`config.mk`:
```
export PLATFORM = sky130hd
export DESIGN_NAME = mul_seq64
export DESIGN_NICKNAME = d
export VERILOG_FILES = /design/src/rtl/mul_seq64.sv
export SDC_FILE = /design/constraint.sdc
export NUM_CORES = 1
export LEC_CHECK = 0
export ABC_AREA = 1
export BUFFER_PORTS_ARGS = -buffer_cell sky130_fd_sc_hd__buf_2
export CAP_MARGIN = 40
export CORE_MARGIN = 5
export CORE_UTILIZATION = 60
export DETAILED_ROUTE_END_ITERATION = 6
export PLACE_DENSITY_LB_ADDON = 0.25
export REMOVE_ABC_BUFFERS = 1
export SLEW_MARGIN = 20
export SYNTH_ARGS = -nofsm -noshare
export SYNTH_HDL_FRONTEND = slang
export SYNTH_SLANG_ARGS = --single-unit
```
`constraint.sdc`:
```
create_clock -name clock -period 5.33 [get_ports clock]
set_input_delay 0.533 -clock clock [delete_from_list [all_inputs] [get_ports clock]]
set_output_delay 0.533 -clock clock [all_outputs]
set_load 0.01 [all_outputs]
```
`src/rtl/mul_seq64.sv`:
```
// mul_seq64: unsigned shift-add multiplier that reads two register-file
// operands, iterates one partial product per clock for WIDTH cycles, and then
// writes the selected half of the product back through a one-cycle write port.
//
// state  | meaning
// -------+---------------------------------------------------------------
// S_IDLE | waiting for start; operands latched on the start cycle
// S_RUN  | one shift-add iteration per clock, count 0 .. WIDTH-1
// S_WB   | write-back cycle: W high, D/DA already hold the result
module mul_seq64 #(
    parameter int WIDTH = 64,
    parameter int AW    = 5
) (
    input  logic             clock,
    input  logic             reset,
    input  logic             start,
    input  logic             op,
    input  logic [WIDTH-1:0] A,
    input  logic [WIDTH-1:0] B,
    input  logic [AW-1:0]    DA_in,
    output logic [WIDTH-1:0] D,
    output logic [AW-1:0]    DA,
    output logic             W,
    output logic             busy
);

    localparam int CW = $clog2(WIDTH);

    typedef enum logic [1:0] {
        S_IDLE = 2'd0,
        S_RUN  = 2'd1,
        S_WB   = 2'd2
    } state_t;

    state_t           state_q;
    state_t           state_d;
    logic [WIDTH-1:0] mcand_q;
    logic [WIDTH-1:0] hi_q;
    logic [WIDTH-1:0] lo_q;
    logic             op_q;
    logic [AW-1:0]    da_q;
    logic [CW-1:0]    count_q;

    logic [WIDTH:0]   sum;
    logic [WIDTH-1:0] hi_n;
    logic [WIDTH-1:0] lo_n;
    logic             last_iter;

    // One iteration: add the multiplicand when the current multiplier bit is
    // set, then shift {carry,hi,lo} right by one. The carry lands in hi's MSB.
    assign sum       = {1'b0, hi_q} + {1'b0, {WIDTH{lo_q[0]}} & mcand_q};
    assign hi_n      = sum[WIDTH:1];
    assign lo_n      = {sum[0], lo_q[WIDTH-1:1]};
    assign last_iter = (count_q == CW'(WIDTH - 1));

    assign busy = (state_q != S_IDLE);
    assign W    = (state_q == S_WB);

    // State register
    always_ff @(posedge clock) begin
        if (reset) begin
            state_q <= S_IDLE;
        end else begin
            state_q <= state_d;
        end
    end

    // Next-state logic; start outside IDLE is ignored
    always_comb begin
        state_d = state_q;
        case (state_q)
            S_IDLE:  if (start) state_d = S_RUN;
            S_RUN:   if (last_iter) state_d = S_WB;
            S_WB:    state_d = S_IDLE;
            default: state_d = S_IDLE;
        endcase
    end

    // Operand latch, iteration datapath and registered write-back outputs.
    // D/DA load on the final iteration so they are valid throughout WB and
    // hold afterwards until the next result.
    always_ff @(posedge clock) begin
        if (reset) begin
            mcand_q <= '0;
            hi_q    <= '0;
            lo_q    <= '0;
            op_q    <= 1'b0;
            da_q    <= '0;
            count_q <= '0;
            D       <= '0;
            DA      <= '0;
        end else begin
            case (state_q)
                S_IDLE: begin
                    if (start) begin
                        mcand_q <= A;
                        lo_q    <= B;
                        hi_q    <= '0;
                        op_q    <= op;
                        da_q    <= DA_in;
                        count_q <= '0;
                    end
                end
                S_RUN: begin
                    hi_q    <= hi_n;
                    lo_q    <= lo_n;
                    count_q <= count_q + CW'(1);
                    if (last_iter) begin
                        D  <= op_q ? hi_n : lo_n;
                        DA <= da_q;
                    end
                end
                default: ;
            endcase
        end
    end

endmodule

```
After elaboration in Yosys (flattened, before gate mapping)
Cells that the tools add are included.
{"block": "totals", "ff_bits": 275, "output_inout_bits": 71}
{"block": "classes", "add_sub_neg": 2, "reduce_logical": 7, "n_mux": 10, "eq_ne": 5, "bitwise_logic": 1}
{"op": "$pmux 64 s2", "n": 2}
{"op": "$mux 64", "n": 3}
{"op": "$add 64x64->65", "n": 1}
{"op": "$and 64x64->64", "n": 1}
{"op": "$pmux 6 s2", "n": 1}
{"op": "$reduce_and 2->1", "n": 4}
{"op": "$add 6x1->6 const B", "n": 1}
{"op": "$eq 6x6->1 const B", "n": 1}
{"op": "$mux 6", "n": 1}
{"op": "$mux 2", "n": 2}
{"op": "$ne 2x2->1 const B", "n": 2}
{"op": "$pmux 2 s2", "n": 1}
{"op": "$reduce_bool 2->1", "n": 2}
{"op": "$eq 2x1->1 const B", "n": 1}
{"op": "$eq 2x2->1 const B", "n": 1}
{"op": "$logic_not 2->1", "n": 1}

Longest topological paths before layout
{"block": "logic_depth", "word_depth": 3, "mapped_depth": 21}

Least setup slack after synthesis
No wires, ideal clock.
{"block": "synth_path", "path_kind": "flip-flop to flip-flop", "startpoint": "reg lo_q[0]", "endpoint": "reg D[63]", "synth_period_minus_slack_ps": 2354, "arrival_ps": 2222, "required_ps": 5198, "path_stages_with_launch": 18, "path_slack_ps": 2976, "n_path_buf": 2, "path_cell_list": "dfxtp_1 clkbuf_1 clkbuf_1 nand2_1 inv_1 ha_1 nand2_1 inv_1 nand2_1 nand2_1 a21oi_1 nor2_1 nor2_1 inv_1 a21oi_1 nand3_1 nand2_1 a21oi_1"}
{"block": "synth_between", "elab_chain_cells": 3}
{"item": "start, declared", "line": "39", "source": "logic [WIDTH-1:0] lo_q;"}
{"item": "start signal, assigned", "line": "106", "source": "lo_q <= lo_n;"}
{"item": "$and 64x64->64", "line": "51", "source": "assign sum = {1'b0, hi_q} + {1'b0, {WIDTH{lo_q[0]}} & mcand_q};"}
{"item": "$add 64x64->65", "line": "51"}
{"item": "$mux 64", "line": "109", "source": "D <= op_q ? hi_n : lo_n;"}
{"item": "end signal, assigned", "line": "109"}
{"item": "end, declared", "line": "21", "source": "output logic [WIDTH-1:0] D,"}
No other way between the ends.
A chain may end at the register's enable or synchronous reset.

Worst setup path after layout
{"block": "layout_path", "startpoint": "reg lo_q[0]", "endpoint": "reg D[31]"}
The elaborated chain is that of the path after synthesis.

==> results.txt <==
The run finished, with violations left. The checks that failed: DRC. Synthesized area: 16800 µm². After the last flow step, the layout net total stands at 3125.

For the met1 layer wirelength in the final routing, the log shows 26.0 mm. Entering global routing, the biggest net connects 128 pins. CTS placed an instance of sky130_fd_sc_hd__clkbuf_16 at the clock tree root. Dividing the detail-routed wire length by the instance count gives 17.6 µm. Across the run, the number of max-cap violations was 0. The most frequently used cell type in the post-synthesis netlist is sky130_fd_sc_hd__nand2_1. For the hold violation count in the final report, the log shows 0. In this run the power density over the cells is 257 nW/µm². For the worst setup path, the data required time is 5.81 ns. The first global-routing pass estimated 90.6 mm of wire. Setup repair after global routing left no endpoint under its margin.

Largest fanout on the critical path: 45. The overall die area is 31500 µm². The Yosys step of the flow raised 0 warnings.

Post-synthesis sequential element count: 275. Total inserted antenna cells: 0. Static timing analysis puts the maximum clock frequency at 317 MHz.

After routing the design area is 19100 µm². Of the cells placed in the final design, the portion with a size suffix greater than 1 is 11.1%. Sorting the synthesized cells by area gives the leading types as sky130_fd_sc_hd__dfxtp_1 (33%), sky130_fd_sc_hd__nand2_1 (21%), sky130_fd_sc_hd__inv_1 (11%), sky130_fd_sc_hd__a21oi_1 (8.8%), sky130_fd_sc_hd__nor2_1 (5.4%). The logs give 0 for the final-report max-slew violation count and 208 for the number of placed I/O pins.

Summed over all nets, wire length on met3 after detailed routing comes to 6.45 mm. Once the clock tree was built, the resizer swapped 0 gates to a different size. Setup skew after layout: 0.0146 ns. At the end of routability-driven placement, the weighted congestion stood at 1.03.

TritonCTS built the clock tree. The number of enable flip-flop cells after synthesis was 0. After layout, the worst path uses 59.2% of the clock period.

The synthesized instance count is 2783, and the simple-gate share of the synthesized area is 31.2%. Global routing finished with a remaining overflow of 0. The cell area after placement is 18100 µm². Start point of the critical path: lo_q[0]. The synthesized netlist devotes 4.95% of its cell area to adder and majority cells.

In the final layout, the multi-input gates occupy 9080 µm². The filler-free cell count of the finished design came out at 3319. Clock-pin slew was measured on the worst setup and hold paths at 0.06 ns. Summed over all instances, the cell type with the most area after synthesis is sky130_fd_sc_hd__dfxtp_1. The final-layout setup total negative slack came out at 0 ns.

The via density per instance works out to 5.56. STA classifies the critical path startpoint as a register. The kind of path behind the tightest hold check is in -> reg.

For this design the static power due to leakage is 10.2 nW. The remaining antenna violation count after routing is 0. The dominant synthesized flop cell was sky130_fd_sc_hd__dfxtp_1.

The clock passes through at most 3 buffers. Summing the areas of all xor and xnor instances in the mapped netlist gives 1.56% of the synthesized area. The logs give 2478 for the fill cell total of the finished layout and 42.8% for the headroom to the max-slew limit. Final setup violation count: 0. STA classifies the critical path endpoint as a register. The first TritonRoute pass finished after 7 iterations. Ranked by instance count, the synthesized netlist is headed by sky130_fd_sc_hd__nand2_1 (940), sky130_fd_sc_hd__inv_1 (478), sky130_fd_sc_hd__a21oi_1 (297). The floorplan has 61 rows. The initial antenna violation count was 0.

Yosys mapped the design onto 36 distinct sky130hd cell types. After synthesis, the largest area contributor takes up 32.7% of total cell area. The data arrival time of the critical path came out at 3.64 ns. The region available for standard cell placement spans 27800 µm². For the count of hold-fix buffers inserted at cts, the log shows 0. At the pin with the least slew margin, the transition time is 0.858 ns. The wire-length estimate of the detail-placed layout is 43.1 mm. Buffers placed on the I/O ports in this run total 207. Global routing used 35.8% of the available tracks across all layers.

The post-route worst hold slack was 0.230 ns. The startpoint identified for the worst register-to-register timing path is lo_q[0]. The total DRC errors in the routed layout was 1.

After synthesis, the share of cell area in mux cells is 0%. The synthesized area divided by synthesized cell count is 6.05 µm². The cell count after placement is 3266, and the sequential cell area is 5510 µm². The run gives 0 as the buffers inserted during post-CTS setup optimization. For this block, the via count after detailed routing is 18459.

Counting the buffers created by CTS gives 29. The sequential-to-total area share from yosys stat was 32.7%; the largest voltage drop on the vdd net was 377 µV. The total chip power was 4.91 mW; the fraction of the mapped netlist area in compound gates was 16.0%. For the via count of the first global-routing pass, the log shows 17094. The number of levels the H-tree was split into came out at 1. Routed signal wires occupy layers up through met4. From bottom edge to top edge, the die measures 178 µm. The area growth from synthesis to layout is 13.4%.

Once the floorplan was initialized, standard cells occupied 60.6% of the core. The clock period could shrink to 3.16 ns. The path type of the worst setup path was reg -> reg. The logs give 58.5 mm for the wire length after detailed routing and 275 for the clock net sink count. The detailed-routed wire length on met2 is 24.3 mm, and the async set or reset register ratio after synthesis is 0%. After synthesis, the largest family of logic cells by area is simple AND/OR/NAND/NOR gates.

The startpoint identified for the worst hold timing path is A[52]. The first routing iteration left 2667 violations. The width of the chip was 178 µm; the worst-skew pair later-pin latency was 0.56 ns.
==> cells by family (layout without fill, tap and decap cells) <==
group / count (synthesis) / in the layout
and+or+nand+nor: 1322 / 1322
buffers and inverters: 604 / 762
AOI/OAI and AO/OA: 486 / 486
DFF: 275 / 275
adders and majority gates: 66 / 66
xor gates and xnor gates: 30 / 30
==> cell type report <==
| class | count | share of cell area, % |
|---|---|---|
| multi-input cells | 1904 | 47.5 |
| flip-flops and latches | 275 | 28.8 |
| inverters | 489 | 9.62 |
| repair buffers | 223 | 6.47 |
| clock buffers | 35 | 4.02 |
| well taps | 378 | 2.48 |
| clock inverters | 15 | 1.04 |
==> cells in the final DEF (no fill, tap or decap), types with 6 or more instances in the layout <==
master                      count
sky130_fd_sc_hd__nand3_1       80
sky130_fd_sc_hd__xor2_1        30
sky130_fd_sc_hd__buf_4         11
sky130_fd_sc_hd__inv_1        476
sky130_fd_sc_hd__nor2_1       242
sky130_fd_sc_hd__ha_1          65
sky130_fd_sc_hd__nor2_2        12
sky130_fd_sc_hd__nand2_1      938
sky130_fd_sc_hd__buf_2        206
sky130_fd_sc_hd__inv_2         12
sky130_fd_sc_hd__nor3_2         6
sky130_fd_sc_hd__dfxtp_1      273
sky130_fd_sc_hd__nand2_2       13
sky130_fd_sc_hd__nor3_1        10
sky130_fd_sc_hd__nand3b_1       6
sky130_fd_sc_hd__o21ai_0      114
sky130_fd_sc_hd__clkbuf_16     29
sky130_fd_sc_hd__a21oi_1      297
sky130_fd_sc_hd__o221ai_1      64
==> report_power, final <==
group / internal [mW] / switching (mW)
Sequential: 2.16 / 0.0708
Combinational: 0.183 / 0.403
Clock: 1.22 / 0.872
==> path summary, 6_finish.rpt <==
kind	end	slack, ns	depth (start not counted)
worst min-delay path	mcand_q[52]	0.23	3
worst min register to register	D[54]	0.46	2
worst max register to register	D[31]	2.17	18
worst max-delay path	D[31]	2.17	18
==> per-layer routing <==
layer | vias up | track usage, %
li1 | 8914 | -
met1 | 8331 | 53.2
met2 | 1087 | 54.3
met3 | 127 | 5.58
met4 | 0 | 9.09
met5 | - | 0
==> state kept, by name (all words and copies together), names as in the netlist <==
signal,flops
D,64
DA,5
count_q,6
da_q,5
hi_q,64
lo_q,64
mcand_q,64
op_q,1
state_q,2
==> critical path: stages, from the launching register on <==
cell	delay (ns)
sky130_fd_sc_hd__dfxtp_2	0.40
sky130_fd_sc_hd__buf_12	0.22
sky130_fd_sc_hd__nand2_1	0.08
sky130_fd_sc_hd__inv_1	0.06
sky130_fd_sc_hd__ha_1	0.22
sky130_fd_sc_hd__inv_1	0.07
sky130_fd_sc_hd__fa_1	0.38
sky130_fd_sc_hd__inv_1	0.10
sky130_fd_sc_hd__nand3_1	0.09
sky130_fd_sc_hd__nand2_2	0.15
sky130_fd_sc_hd__nand2_1	0.08
sky130_fd_sc_hd__nand2_2	0.10
sky130_fd_sc_hd__nand2_1	0.06
sky130_fd_sc_hd__nand2_1	0.15
sky130_fd_sc_hd__nand2_1	0.07
sky130_fd_sc_hd__nand2b_1	0.16
sky130_fd_sc_hd__xor2_1	0.39
sky130_fd_sc_hd__nand2_1	0.13
sky130_fd_sc_hd__a21oi_1	0.15
==> through the flow <==
stage                     utilization [%]  worst slack (ns)
after global routing                 68.7              1.93
after CTS                            68.5              1.91
after detailed placement             65.0              1.93
after floorplan                         -             -1.30
final                                68.7              2.17
after global placement               64.9              1.99
Note: power is estimated with default switching activity, not from simulation.
